--- src/rtl/decoder_sel_pkg.sv ---
`default_nettype none
// ============================================================================
// Package     : decoder_sel_pkg
// Description : Shared types and default constants for the decoder select
//               sequencer (FSM state encoding, default sizing, scan
//               direction codes).
// Revision    : 1.0 - initial release
// ============================================================================
package decoder_sel_pkg;

  // Explicit 2-bit encoding; the unused code 2'd3 is steered back to MANUAL.
  typedef enum logic [1:0] {
    MANUAL = 2'd0,
    AUTO   = 2'd1,
    PAUSED = 2'd2
  } state_e;

  localparam int DEF_WIDTH           = 3;
  localparam int DEF_DEBOUNCE_CYCLES = 4;
  localparam int DEF_SCAN_DIV        = 8;

  localparam logic DIR_UP   = 1'b0;
  localparam logic DIR_DOWN = 1'b1;

endpackage : decoder_sel_pkg
`default_nettype wire

--- src/rtl/switch_debounce.sv ---
`default_nettype none
// ============================================================================
// Module      : switch_debounce
// Description : One-bit switch conditioner. A two-flop synchronizer feeds a
//               disagreement counter; the debounced level toggles only after
//               the synchronized level has differed from it for
//               DEBOUNCE_CYCLES consecutive cycles.
// Ports       : clk     - clock
//               rst     - synchronous active-high reset
//               i_raw   - raw asynchronous switch level
//               o_deb   - debounced level (registered)
//               o_idle  - counter is zero and synchronized level == debounced
// Revision    : 1.0 - initial release
// ============================================================================
module switch_debounce
  import decoder_sel_pkg::*;
#(
  parameter int DEBOUNCE_CYCLES = DEF_DEBOUNCE_CYCLES
) (
  input  logic clk,
  input  logic rst,
  input  logic i_raw,
  output logic o_deb,
  output logic o_idle
);

  localparam int              CW     = $clog2(DEBOUNCE_CYCLES + 1);
  localparam logic [CW-1:0]   c_LAST = CW'(DEBOUNCE_CYCLES - 1);

  logic          r_sync1;
  logic          r_sync2;
  logic          r_deb;
  logic [CW-1:0] r_cnt;

  always_ff @(posedge clk) begin
    if (rst) begin
      r_sync1 <= 1'b0;
      r_sync2 <= 1'b0;
      r_deb   <= 1'b0;
      r_cnt   <= '0;
    end else begin
      r_sync1 <= i_raw;
      r_sync2 <= r_sync1;
      if (r_sync2 != r_deb) begin
        // Accept the new level on the edge where the count would reach
        // DEBOUNCE_CYCLES; the counter never actually holds that value.
        if (r_cnt == c_LAST) begin
          r_deb <= ~r_deb;
          r_cnt <= '0;
        end else begin
          r_cnt <= r_cnt + 1'b1;
        end
      end else begin
        // Any agreement discards a partially counted glitch.
        r_cnt <= '0;
      end
    end
  end

  assign o_deb  = r_deb;
  assign o_idle = (r_cnt == '0) && (r_sync2 == r_deb);

endmodule : switch_debounce
`default_nettype wire

--- src/rtl/decoder_select_sequencer.sv ---
`default_nettype none
// ============================================================================
// Module      : decoder_select_sequencer
// Description : Produces the select code for the 3-to-8 LED decoder. In
//               MANUAL mode the code follows the debounced switches; in AUTO
//               mode it steps up or down once every SCAN_DIV clocks and can
//               be paused.
// Ports       : clk          - clock, rising edge
//               rst          - synchronous active-high reset
//               sw_in        - raw switch levels [WIDTH]
//               mode_auto    - 0 = MANUAL, 1 = AUTO scan
//               scan_dir     - AUTO direction, 0 = up, 1 = down
//               pause        - freezes AUTO scanning while high
//               sel_out      - registered select code [WIDTH]
//               sel_changed  - pulse in first cycle sel_out holds a new value
//               stable       - all debouncers idle (registered)
// Revision    : 1.0 - initial release
// ============================================================================
module decoder_select_sequencer
  import decoder_sel_pkg::*;
#(
  parameter int WIDTH           = DEF_WIDTH,
  parameter int DEBOUNCE_CYCLES = DEF_DEBOUNCE_CYCLES,
  parameter int SCAN_DIV        = DEF_SCAN_DIV
) (
  input  logic             clk,
  input  logic             rst,
  input  logic [WIDTH-1:0] sw_in,
  input  logic             mode_auto,
  input  logic             scan_dir,
  input  logic             pause,
  output logic [WIDTH-1:0] sel_out,
  output logic             sel_changed,
  output logic             stable
);

  localparam int            PW         = $clog2(SCAN_DIV);
  localparam logic [PW-1:0] c_PRE_LAST = PW'(SCAN_DIV - 1);

  logic [WIDTH-1:0] w_deb;
  logic [WIDTH-1:0] w_idle;

  genvar gi;
  generate
    for (gi = 0; gi < WIDTH; gi++) begin : g_bit
      switch_debounce #(
        .DEBOUNCE_CYCLES (DEBOUNCE_CYCLES)
      ) u_deb (
        .clk    (clk),
        .rst    (rst),
        .i_raw  (sw_in[gi]),
        .o_deb  (w_deb[gi]),
        .o_idle (w_idle[gi])
      );
    end
  endgenerate

  state_e           r_state;
  state_e           w_state_nxt;
  logic [PW-1:0]    r_pre;
  logic [PW-1:0]    w_pre_nxt;
  logic [WIDTH-1:0] r_sel;
  logic [WIDTH-1:0] w_sel_nxt;
  logic             r_chg;
  logic             r_stable;

  always_comb begin
    w_state_nxt = r_state;
    w_pre_nxt   = r_pre;
    w_sel_nxt   = r_sel;
    case (r_state)
      MANUAL: begin
        if (mode_auto) begin
          // Entry cycle holds the current code and restarts the interval.
          w_state_nxt = AUTO;
          w_pre_nxt   = '0;
        end else begin
          w_sel_nxt = w_deb;
        end
      end
      AUTO, PAUSED: begin
        if (!mode_auto) begin
          // Leaving scan wins over pause; no step in the exit cycle.
          w_state_nxt = MANUAL;
          w_pre_nxt   = '0;
        end else if (pause) begin
          // Frozen: a terminal count arriving now is simply not taken.
          w_state_nxt = PAUSED;
        end else begin
          // The resume cycle already counts, continuing from the frozen value.
          w_state_nxt = AUTO;
          if (r_pre == c_PRE_LAST) begin
            w_pre_nxt = '0;
            w_sel_nxt = (scan_dir == DIR_DOWN) ? (r_sel - 1'b1) : (r_sel + 1'b1);
          end else begin
            w_pre_nxt = r_pre + 1'b1;
          end
        end
      end
      default: begin
        w_state_nxt = MANUAL;
        w_pre_nxt   = '0;
      end
    endcase
  end

  always_ff @(posedge clk) begin
    if (rst) begin
      r_state  <= MANUAL;
      r_pre    <= '0;
      r_sel    <= '0;
      r_chg    <= 1'b0;
      r_stable <= 1'b0;
    end else begin
      r_state  <= w_state_nxt;
      r_pre    <= w_pre_nxt;
      r_sel    <= w_sel_nxt;
      r_chg    <= (w_sel_nxt != r_sel);
      r_stable <= &w_idle;
    end
  end

  assign sel_out     = r_sel;
  assign sel_changed = r_chg;
  assign stable      = r_stable;

endmodule : decoder_select_sequencer
`default_nettype wire

--- config.mk ---
export PLATFORM = sky130hd
export DESIGN_NAME = decoder_select_sequencer
export DESIGN_NICKNAME = d
export VERILOG_FILES = /design/src/rtl/decoder_sel_pkg.sv /design/src/rtl/switch_debounce.sv /design/src/rtl/decoder_select_sequencer.sv
export SDC_FILE = /design/constraint.sdc
export NUM_CORES = 1
export LEC_CHECK = 0
export CORE_MARGIN = 1
export CORE_UTILIZATION = 35
export DETAILED_ROUTE_END_ITERATION = 16
export SLEW_MARGIN = 20
export SYNTH_ARGS = -nofsm -noshare
export SYNTH_HDL_FRONTEND = slang
export SYNTH_HIERARCHICAL = 1
export SYNTH_SLANG_ARGS = --single-unit
--- constraint.sdc ---
create_clock -name clk -period 2.3 [get_ports clk]
set_input_delay 0.575 -clock clk [delete_from_list [all_inputs] [get_ports clk]]
set_output_delay 0.575 -clock clk [all_outputs]
set_load 0.01 [all_outputs]
==> impl_metrics.csv <==
group,metric,value,unit
outcome,status,"finished, final reports clean",
global_route,grt_overflow,0,
worst_setup_path,timing.rr.start,"sel_out[0]",
finish,drive_gt1_share,9.62,%
die,die_area,4290,um^2
global_route,grt.total_usage,14.2,%
pwr,leakage,0.617,nW
placement,place.port_buffers,12,
detailed_routing,ant_nets,0,
clock_network,cts.repair.resized,0,
sta,drv_slew,0,
worst_setup_path,critPathSlowestCell,"clkdlybuf4s50_1",
die,start_util,37.5,%
worst_setup_path,cp_top_family,"buffers and inverters",
sta,slew_headroom,74.9,%
pwr,cellPowerDensity,542,nW/um^2
worst_setup_path,crit_type,"in -> reg",
sta,final_hold_viol_count,0,
sta,setup_tns,0,ps
placement,post_dp_cell_area,1590,um^2
placement,place.detailed.hpwl,1900,um
clock_network,cts_tree,"built",
detailed_routing,drt_iter0_markers,36,
worst_setup_path,r2r_end,"sel_changed",
finish,synthToLayoutAreaGrowth,16.3,%
sta,min_period,2040,ps
clock_network,cts_buffers,3,
clock_network,ctsHtreeMaxLevel,1,
global_route,grt_pass1_vias,1032,
clock_network,clock_latency,270,ps
min_path,hold_depth,1,
synthesis,syn_inst,142,
sta,clock_skew,4.79,ps
die,core-area,3770,um^2
worst_setup_path,arrival,2240,ps
global_route,grt_pass1_wl,4600,um
finish,nFillCells,356,
synthesis,synthesis.area,1410,um^2
pwr,power.switching,0.000197,W
die,die_w,65.5,um
finish,num_antenna_cells,0,
clock_network,clk_path_buf_depth,2,
synthesis,ys_warn_count,6,
finish,final_cell_mix,"dfxtp_1, inv_1, ha_1",
sta,fin_crit_sh,88.9,%
synthesis,yosys_register_bits,28,
worst_setup_path,cp-end-kind,"flop",
pwr,p_int,0.000694,W
finish,nets,180,
die,io_pins,13,
detailed_routing,via_per_inst,4.99,
pwr,comb_power_share,10.1,%
clock_network,root_buffer,"clkbuf_8",
pwr,power,0.000891,W
finish,layout_commonest_cell,"dfxtp_1",
pwr,power.share.switching,22.1,%
worst_setup_path,path_buf_inv,1,
worst_setup_path,crit_path_start_kind,"input pin",
finish,stdcell_area,1640,um^2
placement,place.gp.congestion,0.778,
synthesis,avgSynthCellArea,9.95,um^2
detailed_routing,routed_wl,2500,um
synthesis,ys_types,37,
detailed_routing,drc,0,
min_path,hp-class,"reg -> reg",
global_route,grt_max_degree,17,
global_route,antenna_found_initial,0,
sta,rsz0062_at_grt,"no",
synthesis,synth_fp_nets,165,
clock_network,holdBufCountCts,0,
worst_setup_path,cp_max_fo,3,
clock_network,postCtsSetupRepairBufs,0,
detailed_routing,wl_per_cell,12.3,um
detailed_routing,firstDrtPassIters,4,
sta,timing.fmax,489,MHz
finish,regArea,561,um^2
die,std_cell_rows,22,
clock_network,cts.sinks,28,
pwr,clkPwrFrac,33.4,%
worst_setup_path,crit_top_cell,"a31oi_1",
sta,worstMarginPinSlew,375,ps
die,die_h,65.5,um
synthesis,yosysSeqAreaShare,39.7,%
min_path,min_from,"g_bit[0].u_deb/r_sync1",
worst_setup_path,cpPeakStageDelay,460,ps
sta,finalSetupViolCount,0,
worst_setup_path,r2r_setup_slack,660,ps
sta,whs,443,ps
clock_network,clk_pin_slew,90,ps
pwr,pwr-share-seq,56.4,%
min_path,holdPathEnd,"g_bit[0].u_deb/r_sync2",
worst_setup_path,rr_worst_depth,5,
worst_setup_path,required,2500,ps
finish,multiInputGateArea,779,um^2
pwr,ir_drop,0.381,mV
detailed_routing,vias,1018,
run,maxCapViolCount,0,
worst_setup_path,cp_cell_sequence,"clkdlybuf4s50_1, fa_1, xor2_1, a31oi_1, mux2_2, a31oi_1",
## flip-flops by register name, indices dropped and copies added (netlist names)
name / cells
g_bit.u_deb/r_cnt: 9
g_bit.u_deb/o_deb: 3
g_bit.u_deb/r_sync1: 3
g_bit.u_deb/r_sync2: 3
r_pre: 3
sel_out: 3
r_state: 2
sel_changed: 1
stable: 1
## metal layers
layer  vias to the layer above  track usage, %  part of all wire (%)
li1                        526               -                     -
met1                       469            16.0                    45
met2                        19            24.7                    49
met3                         4            4.51                   4.9
met4                         0            5.16                   1.2
met5                         -               0                     0
## metrics by stage
stage / std cells / utilization, % / worst slack [ps]
floorplan: 142 / - / 574
global route: 204 / 43.6 / 116
detailed placement: 200 / 42.1 / -17.7
global placement: 200 / 42.1 / 38.0
CTS: 204 / 43.6 / 266
finish: 204 / 43.6 / 256
## cell families after synthesis
group / Yosys count / share of synthesized area [%]
fa+ha+maj: 15 / 13.8
mux: 7 / 5.05
xor+xnor: 5 / 4.69
buf+inv: 18 / 5.14
flops: 28 / 39.7
compound gates: 21 / 10.4
simple gates: 48 / 21.3
## power by group through the flow
stage               Combinational (W)  Sequential [W]  Clock [W]
floorplan                   0.0000523        0.000515          0
global placement            0.0000882        0.000514          0
detailed placement          0.0000909        0.000515          0
CTS                         0.0000912        0.000503   0.000313
global route                 0.000100        0.000505   0.000342
finish                      0.0000902        0.000503   0.000298
## layout make-up
type / instances / share of cell area (%)
Clock buffer: 4 / 3.35
Inverter: 14 / 3.20
Multi-Input combinational cell: 96 / 47.4
Sequential cell: 28 / 34.1
Tap cell: 48 / 3.66
Timing Repair Buffer: 14 / 8.23
## cells in the mapped netlist
| cell type | number | area [um^2] |
|---|---|---|
| o21ai_1 | 1 | 5.00 |
| nor2b_1 | 9 | 56.3 |
| fa_1 | 1 | 20.0 |
| clkbuf_1 | 2 | 7.51 |
| xnor2_2 | 3 | 48.8 |
| ha_1 | 14 | 175 |
| mux2i_1 | 6 | 60.1 |
| and3_1 | 6 | 37.5 |
| o32ai_1 | 1 | 8.76 |
| a21oi_1 | 5 | 25.0 |
| nand3b_1 | 1 | 7.51 |
| nor2_1 | 12 | 45.0 |
| o2bb2ai_1 | 1 | 8.76 |
| inv_1 | 14 | 52.6 |
| xnor2_1 | 1 | 8.76 |
| dfxtp_1 | 28 | 561 |
| nor4_1 | 6 | 37.5 |
| nand3_1 | 1 | 5.00 |
| nand2b_1 | 2 | 12.5 |
| nor3_1 | 1 | 5.00 |
| o22ai_1 | 1 | 6.26 |
| or2_2 | 1 | 6.26 |
| mux2_2 | 1 | 11.3 |
| and3b_4 | 1 | 12.5 |
| or3b_1 | 1 | 8.76 |
| and4b_1 | 1 | 10.0 |
| a21boi_0 | 1 | 7.51 |
| buf_2 | 1 | 5.00 |
| a31oi_1 | 2 | 12.5 |
| nor4b_2 | 3 | 45.0 |
| nand2_1 | 3 | 11.3 |
| xor2_1 | 1 | 8.76 |
| a222oi_1 | 2 | 20.0 |
| a22oi_1 | 4 | 30.0 |
| buf_4 | 1 | 7.51 |
| o21ai_0 | 1 | 5.00 |
| a22o_1 | 2 | 17.5 |
## worst reg2reg max path, delay by kind of cell (launching register included)
kind	cells	cell delay, ps
DFF	1	390
AOI/OAI and AO/OA	2	280
muxes	1	270
xor gates and xnor gates	1	210
adders and majority gates	1	420
## worst max-delay path by stage
| stage | from | endpoint | slack (ps) | cells past startpoint |
|---|---|---|---|---|
| floorplan | scan_dir | sel_changed | 570 | 5 |
| global placement | scan_dir | sel_changed | 40 | 6 |
| detailed placement | scan_dir | sel_changed | -20 | 6 |
| CTS | scan_dir | sel_changed | 270 | 6 |
| global route | scan_dir | sel_changed | 120 | 6 |
| finish | scan_dir | sel_changed | 260 | 6 |
Power figures use the tool's default switching activity.
